### src/rtl/vec_stream_ctrl_if.sv
`timescale 1ns/1ps
// vec_stream_ctrl_if: run handshake plus BRAM read/write address and enable bundle.
// rd_stride/wr_stride exist only when VEC_STREAM_CTRL_STRIDE_EN is defined.
interface vec_stream_ctrl_if #(
    parameter int ADDR_W = 10,
    parameter int LEN_W  = 10
);
    logic              start;
    logic [LEN_W-1:0]  len;
    logic [ADDR_W-1:0] rd_base;
    logic [ADDR_W-1:0] wr_base;
`ifdef VEC_STREAM_CTRL_STRIDE_EN
    logic [ADDR_W-1:0] rd_stride;
    logic [ADDR_W-1:0] wr_stride;
`endif
    logic              busy;
    logic              done;
    logic              rd_en;
    logic [ADDR_W-1:0] rd_addr;
    logic              wr_en;
    logic [ADDR_W-1:0] wr_addr;

    modport master (
        output start, len, rd_base, wr_base,
`ifdef VEC_STREAM_CTRL_STRIDE_EN
        output rd_stride, wr_stride,
`endif
        input  busy, done, rd_en, rd_addr, wr_en, wr_addr
    );

    modport slave (
        input  start, len, rd_base, wr_base,
`ifdef VEC_STREAM_CTRL_STRIDE_EN
        input  rd_stride, wr_stride,
`endif
        output busy, done, rd_en, rd_addr, wr_en, wr_addr
    );
endinterface

### src/rtl/vec_stream_ctrl.sv
`timescale 1ns/1ps
// vec_stream_ctrl: streams element reads from a source region and delayed writes to a destination.
// Define VEC_STREAM_CTRL_STRIDE_EN to add per-run read/write strides (otherwise stride is 1).
module vec_stream_ctrl #(
    parameter int ADDR_W = 10,
    parameter int LEN_W  = 10,
    parameter int RD_LAT = 1
) (
    input  logic             clk,
    input  logic             rst_n,
    vec_stream_ctrl_if.slave bus
);
    typedef enum logic [1:0] {
        S_IDLE,
        S_RUN,
        S_DRAIN,
        S_DONE
    } state_t;

    state_t            r_state;
    logic              r_busy;
    logic              r_done;
    logic              r_rd_en;
    logic [ADDR_W-1:0] r_rd_addr;
    logic [ADDR_W-1:0] r_wr_base;
    logic [LEN_W-1:0]  r_len;
    logic [LEN_W-1:0]  r_k;

    logic              r_wr_en;
    logic [ADDR_W-1:0] r_wr_addr;
    logic [RD_LAT-1:0] r_pipe_vld;
    logic [LEN_W-1:0]  r_pipe_idx [RD_LAT];

    logic [ADDR_W-1:0] w_rs;
    logic [ADDR_W-1:0] w_ws;
    logic [ADDR_W-1:0] w_wr_idx;
    logic [ADDR_W-1:0] w_wr_off;
    logic              w_issue;
    logic [LEN_W-1:0]  w_issue_idx;

`ifdef VEC_STREAM_CTRL_STRIDE_EN
    logic [ADDR_W-1:0] r_rd_stride;
    logic [ADDR_W-1:0] r_wr_stride;

    assign w_rs = r_rd_stride;
    assign w_ws = r_wr_stride;
`else
    assign w_rs = ADDR_W'(1);
    assign w_ws = ADDR_W'(1);
`endif

    // An element is issued on the accepting edge and on every RUN edge until len are out.
    assign w_issue     = ((r_state == S_IDLE) && bus.start && (bus.len != '0)) ||
                         ((r_state == S_RUN) && (r_k != r_len));
    assign w_issue_idx = (r_state == S_IDLE) ? '0 : r_k;

    // Truncating the index first keeps the product modulo 2^ADDR_W, same as the full product.
    assign w_wr_idx = ADDR_W'(r_pipe_idx[RD_LAT-1]);
    assign w_wr_off = w_wr_idx * w_ws;

    always_ff @(posedge clk) begin
        if (!rst_n) begin
            r_state   <= S_IDLE;
            r_busy    <= 1'b0;
            r_done    <= 1'b0;
            r_rd_en   <= 1'b0;
            r_rd_addr <= '0;
            r_wr_base <= '0;
            r_len     <= '0;
            r_k       <= '0;
`ifdef VEC_STREAM_CTRL_STRIDE_EN
            r_rd_stride <= '0;
            r_wr_stride <= '0;
`endif
        end else begin
            r_done  <= 1'b0;
            r_rd_en <= w_issue;
            case (r_state)
                S_IDLE: begin
                    if (bus.start) begin
                        if (bus.len != '0) begin
                            r_state   <= S_RUN;
                            r_busy    <= 1'b1;
                            r_len     <= bus.len;
                            r_k       <= LEN_W'(1);
                            r_rd_addr <= bus.rd_base;
                            r_wr_base <= bus.wr_base;
`ifdef VEC_STREAM_CTRL_STRIDE_EN
                            r_rd_stride <= bus.rd_stride;
                            r_wr_stride <= bus.wr_stride;
`endif
                        end else begin
                            r_state <= S_DONE;
                            r_done  <= 1'b1;
                        end
                    end
                end
                S_RUN: begin
                    if (w_issue) begin
                        r_rd_addr <= r_rd_addr + w_rs;
                        r_k       <= r_k + LEN_W'(1);
                    end else begin
                        r_state <= S_DRAIN;
                    end
                end
                S_DRAIN: begin
                    // Empty pipeline here means the final wr_en is on the bus this cycle.
                    if (r_pipe_vld == '0) begin
                        r_state <= S_DONE;
                        r_busy  <= 1'b0;
                        r_done  <= 1'b1;
                    end
                end
                S_DONE: begin
                    r_state <= S_IDLE;
                end
                default: begin
                    r_state <= S_IDLE;
                end
            endcase
        end
    end

    always_ff @(posedge clk) begin
        if (!rst_n) begin
            r_pipe_vld <= '0;
            r_wr_en    <= 1'b0;
            r_wr_addr  <= '0;
            // NOTE: the index stages are tiny, so they are reset with the valids rather than left as X.
            for (int i = 0; i < RD_LAT; i++) begin
                r_pipe_idx[i] <= '0;
            end
        end else begin
            r_pipe_vld[0] <= w_issue;
            r_pipe_idx[0] <= w_issue_idx;
            for (int i = 1; i < RD_LAT; i++) begin
                r_pipe_vld[i] <= r_pipe_vld[i-1];
                r_pipe_idx[i] <= r_pipe_idx[i-1];
            end
            r_wr_en <= r_pipe_vld[RD_LAT-1];
            if (r_pipe_vld[RD_LAT-1]) begin
                r_wr_addr <= r_wr_base + w_wr_off;
            end
        end
    end

    assign bus.busy    = r_busy;
    assign bus.done    = r_done;
    assign bus.rd_en   = r_rd_en;
    assign bus.rd_addr = r_rd_addr;
    assign bus.wr_en   = r_wr_en;
    assign bus.wr_addr = r_wr_addr;
endmodule
### src/flat_wrapper.sv
// flat-port wrapper written by rule: the top's interface ports become plain ports
module vec_stream_ctrl_flat 
#(
    parameter int ADDR_W = 10,
    parameter int LEN_W  = 10,
    parameter int RD_LAT = 1
)
  (clk, rst_n, bus_start, bus_len, bus_rd_base, bus_wr_base, bus_busy, bus_done, bus_rd_en, bus_rd_addr, bus_wr_en, bus_wr_addr);
  vec_stream_ctrl_if #(.ADDR_W(ADDR_W), .LEN_W(LEN_W)) bus_i ();
  input  logic clk;
  input  logic rst_n;
  input wire logic [$bits(bus_i.start)-1:0] bus_start;
  input wire logic [$bits(bus_i.len)-1:0] bus_len;
  input wire logic [$bits(bus_i.rd_base)-1:0] bus_rd_base;
  input wire logic [$bits(bus_i.wr_base)-1:0] bus_wr_base;
  output wire logic [$bits(bus_i.busy)-1:0] bus_busy;
  output wire logic [$bits(bus_i.done)-1:0] bus_done;
  output wire logic [$bits(bus_i.rd_en)-1:0] bus_rd_en;
  output wire logic [$bits(bus_i.rd_addr)-1:0] bus_rd_addr;
  output wire logic [$bits(bus_i.wr_en)-1:0] bus_wr_en;
  output wire logic [$bits(bus_i.wr_addr)-1:0] bus_wr_addr;
  assign bus_i.start = bus_start;
  assign bus_i.len = bus_len;
  assign bus_i.rd_base = bus_rd_base;
  assign bus_i.wr_base = bus_wr_base;
  assign bus_busy = bus_i.busy;
  assign bus_done = bus_i.done;
  assign bus_rd_en = bus_i.rd_en;
  assign bus_rd_addr = bus_i.rd_addr;
  assign bus_wr_en = bus_i.wr_en;
  assign bus_wr_addr = bus_i.wr_addr;
  vec_stream_ctrl #(.ADDR_W(ADDR_W), .LEN_W(LEN_W), .RD_LAT(RD_LAT)) u_core (.clk(clk), .rst_n(rst_n), .bus(bus_i));
endmodule
### config.mk
export PLATFORM = sky130hd
export DESIGN_NAME = vec_stream_ctrl_flat
export DESIGN_NICKNAME = d
export VERILOG_FILES = /design/src/rtl/vec_stream_ctrl_if.sv /design/src/rtl/vec_stream_ctrl.sv /design/src/flat_wrapper.sv
export SDC_FILE = /design/constraint.sdc
export NUM_CORES = 1
export LEC_CHECK = 0
export CORE_MARGIN = 2
export CORE_UTILIZATION = 45
export CTS_BUF_LIST = sky130_fd_sc_hd__clkbuf_2 sky130_fd_sc_hd__clkbuf_4 sky130_fd_sc_hd__clkbuf_8
export DETAILED_ROUTE_END_ITERATION = 8
export PLACE_DENSITY = 0.72
export RECOVER_POWER = 100
export SYNTH_ARGS = -nofsm -noshare
export SYNTH_HDL_FRONTEND = slang
export SYNTH_SLANG_ARGS = --single-unit
export TNS_END_PERCENT = 1
### constraint.sdc
create_clock -name clk -period 4.2 [get_ports clk]
set_clock_uncertainty 0.1 [all_clocks]
set_input_delay 0.42 -clock clk [delete_from_list [all_inputs] [get_ports clk]]
set_output_delay 0.42 -clock clk [all_outputs]
set_load 0.01 [all_outputs]
==> results.cfg <==
[clock_tree]
tritoncts = yes
clockRootBuffer = clkbuf_8
clock_latency_ns = 0.35
cts_sinks = 66
post-cts-setup-buffer-count = 0
post_cts_resized = 0
cts_max_path_buffers = 2
cts_htree_levels = 3
cts.reportedPaths.clkPinSlew_ns = 0.07
postCtsHoldBufs = 0
cts_buffers = 9

[synth]
ys_ff_latch = 66
synth_area_sq_um = 3400
async_reset_ff_share_pct = 0
synth-edff-count = 0
syn_nets = 449
ys_types = 59
postSynthCellCount = 400
synth_flop_cell = dfxtp_1
synth_area_per_cell_sq_um = 8.51
yosys_warnings = 0
seq_area_frac_synth_pct = 38.8

[setup_path]
crit_type = in -> reg
crit_chain = dlygate4sd3_1, nor4_1, nand4_1, nand3_1, clkbuf_1, nor2_1, o31a_1
slowest_delay_ns = 0.71
cp.required_ns = 4.34
endpoint = u_core.r_k[1]
r2r-start = u_core.r_state[1]
reg2reg_depth = 6
r2r_setup_slack_ns = 1.42
endpoint_kind = register
crit_start = bus_len[9]
r2r-end = u_core.bus.rd_addr[8]
critPathLaunchType = input port
path_max_fanout = 21
critical_path_arrival_ns = 3.41
cp_slowest_cell = clkbuf_1

[floorplan]
pin_count = 57
coreArea_sq_um = 7290
die_h_um = 91.0
initial_core_util_pct = 46.7
die_area_sq_um = 8270
die_w_um = 91.0
rows = 31

[timing]
post-route-period-util_pct = 77.8
hold_viol_final = 0
slew_viol_final = 0
slew_headroom_pct = 28.6
rsz0062_at_grt = false
final.min_clock_period_ns = 3.27
finalSetupViolations = 0
fmax_ghz = 0.306
worst_hold_slack_ns = 0.363
setup_tns_ns = 0
worst_slew_pin_slew_ns = 1.07

[drt]
vias = 3105
detail-route-antenna-nets = 0
drc = 0
via_per_inst = 5.61
first_pass_iters = 6
drtIter0Drc = 203
wire_per_inst_um = 15.1
finalWirelength_um = 8350

[status]
status = finished, final reports clean

[global_routing]
grt_usage_pct = 21.0
grt_pass1_wl_um = 14000
grt_max_degree = 38
grt_overflow_total = 0
grt_pass1_vias = 3044
antenna_found_initial = 0

[cells_and_area]
fill_cells = 706
mostFrequentLayoutCells = 69 x nand2_1, 66 x dfxtp_1, 36 x a21oi_1
layout_commonest_cell = nand2_1
nNetsFinal = 499
multiInputGateArea_sq_um = 1910
final-seq-area_sq_um = 1320
drive_above_1_share_pct = 5.29
n_antenna_cell = 0
syn2layout_area_growth_pct = 24.2

[placement]
dp_hpwl_um = 5740
io_buffers = 56
gp_congestion = 0.898

[pwr]
p_leak_nw = 1.66
powerDensity_nw_per_um2 = 527
vdd_drop_max_v = 0.000353

[job]
cap_violations = 0

[hold_path]
hold_path_class = reg -> reg
==> cell families after synthesis <==
kind of cell	share of synthesized area (%)
AND/OR/NAND/NOR	22.5
adder cells (fa/ha/maj)	6.10
XOR/XNOR	3.60
multiplexers	1.18
buffers and inverters	3.90
AO/OA/AOI/OAI	23.9
flip-flops	38.8
==> sequential cells by signal, summed over array words and instances (netlist names), 2 cells and up <==
| signal | flops |
|---|---|
| u_core.r_state | 2 |
| u_core.r_k | 10 |
| u_core.bus.wr_addr | 10 |
| u_core.r_pipe_idx | 10 |
| u_core.bus.rd_addr | 10 |
| u_core.r_len | 10 |
| u_core.r_wr_base | 10 |
==> area by class of cell <==
| class | instances | area share, % |
|---|---|---|
| repair buffers | 61 | 14.0 |
| multi-input cells | 302 | 45.2 |
| clock inverters | 5 | 2.43 |
| inverters | 10 | 0.888 |
| clock buffers | 10 | 3.26 |
| well taps | 99 | 2.93 |
| flip-flops and latches | 66 | 31.3 |
==> cell usage after synthesis (all sizes together) (3+ instances only) <==
cell | count | share of area (%)
a21oi | 36 | 5.4
a22oi | 5 | 1.1
a32o | 8 | 2.4
and2 | 13 | 2.4
and3 | 6 | 1.1
buf | 8 | 1.2
clkbuf | 14 | 1.6
dfxtp | 66 | 39
ha | 15 | 5.5
inv | 9 | 0.99
mux2i | 4 | 1.2
nand2 | 69 | 7.6
nand2b | 5 | 0.92
nand3 | 12 | 1.8
nand3b | 4 | 0.88
nand4 | 4 | 0.92
nor2 | 19 | 2.1
nor2b | 4 | 0.74
nor3 | 10 | 1.5
nor3b | 3 | 0.66
nor4 | 3 | 0.99
o21a | 5 | 1.1
o21ai | 15 | 2.2
o22ai | 4 | 0.74
o31a | 5 | 1.3
o31ai | 5 | 1.1
o32ai | 4 | 1.0
or3 | 3 | 0.55
xnor2 | 13 | 3.3
==> per-layer routing <==
metal / vias to the layer above / share of wire, % / track usage, %
met4: 0 / 1.5 / 7.95
li1: 1542 / - / -
met3: 13 / 5.6 / 7.22
met2: 81 / 49 / 36.1
met1: 1469 / 44 / 24.0
met5: - / 0 / 0
==> metrics by stage <==
stage | area, sq um | setup WS, ns | std cells | utilization (%) | total power, W
floorplan | 3400 | 2.27 | 400 | - | 0.00136
global placement | 4030 | 1.22 | 538 | 55.3 | 0.00161
detailed placement | 4030 | 1.15 | 538 | 55.3 | 0.00162
CTS | 4270 | 1.39 | 553 | 58.6 | 0.00228
global route | 4230 | 0.730 | 553 | 57.9 | 0.00237
finish | 4230 | 0.932 | 553 | 57.9 | 0.00223
==> worst min path at each step <==
stage,from,end,slack [ns],cells past startpoint
detailed placement,u_core.r_wr_base[0],u_core.r_wr_base[0],0.35,2
CTS,u_core.r_wr_base[0],u_core.r_wr_base[0],0.36,2
finish,u_core.r_wr_base[0],u_core.r_wr_base[0],0.36,2
floorplan,u_core.r_wr_base[0],u_core.r_wr_base[0],0.34,2
global placement,u_core.r_wr_base[0],u_core.r_wr_base[0],0.35,2
global route,u_core.r_wr_base[0],u_core.r_wr_base[0],0.39,2
==> worst max-delay path, delay by kind of cell <==
kind / cells / cell delay (ns)
buf+inv: 2 / 1.26
compound gates: 1 / 0.30
simple gates: 4 / 1.43
==> power breakdown <==
group | switching (W) | internal, W
Sequential | 0.000102 | 0.000726
Clock | 0.000253 | 0.000406
Combinational | 0.000417 | 0.000323
Power figures use the tool's default switching activity.
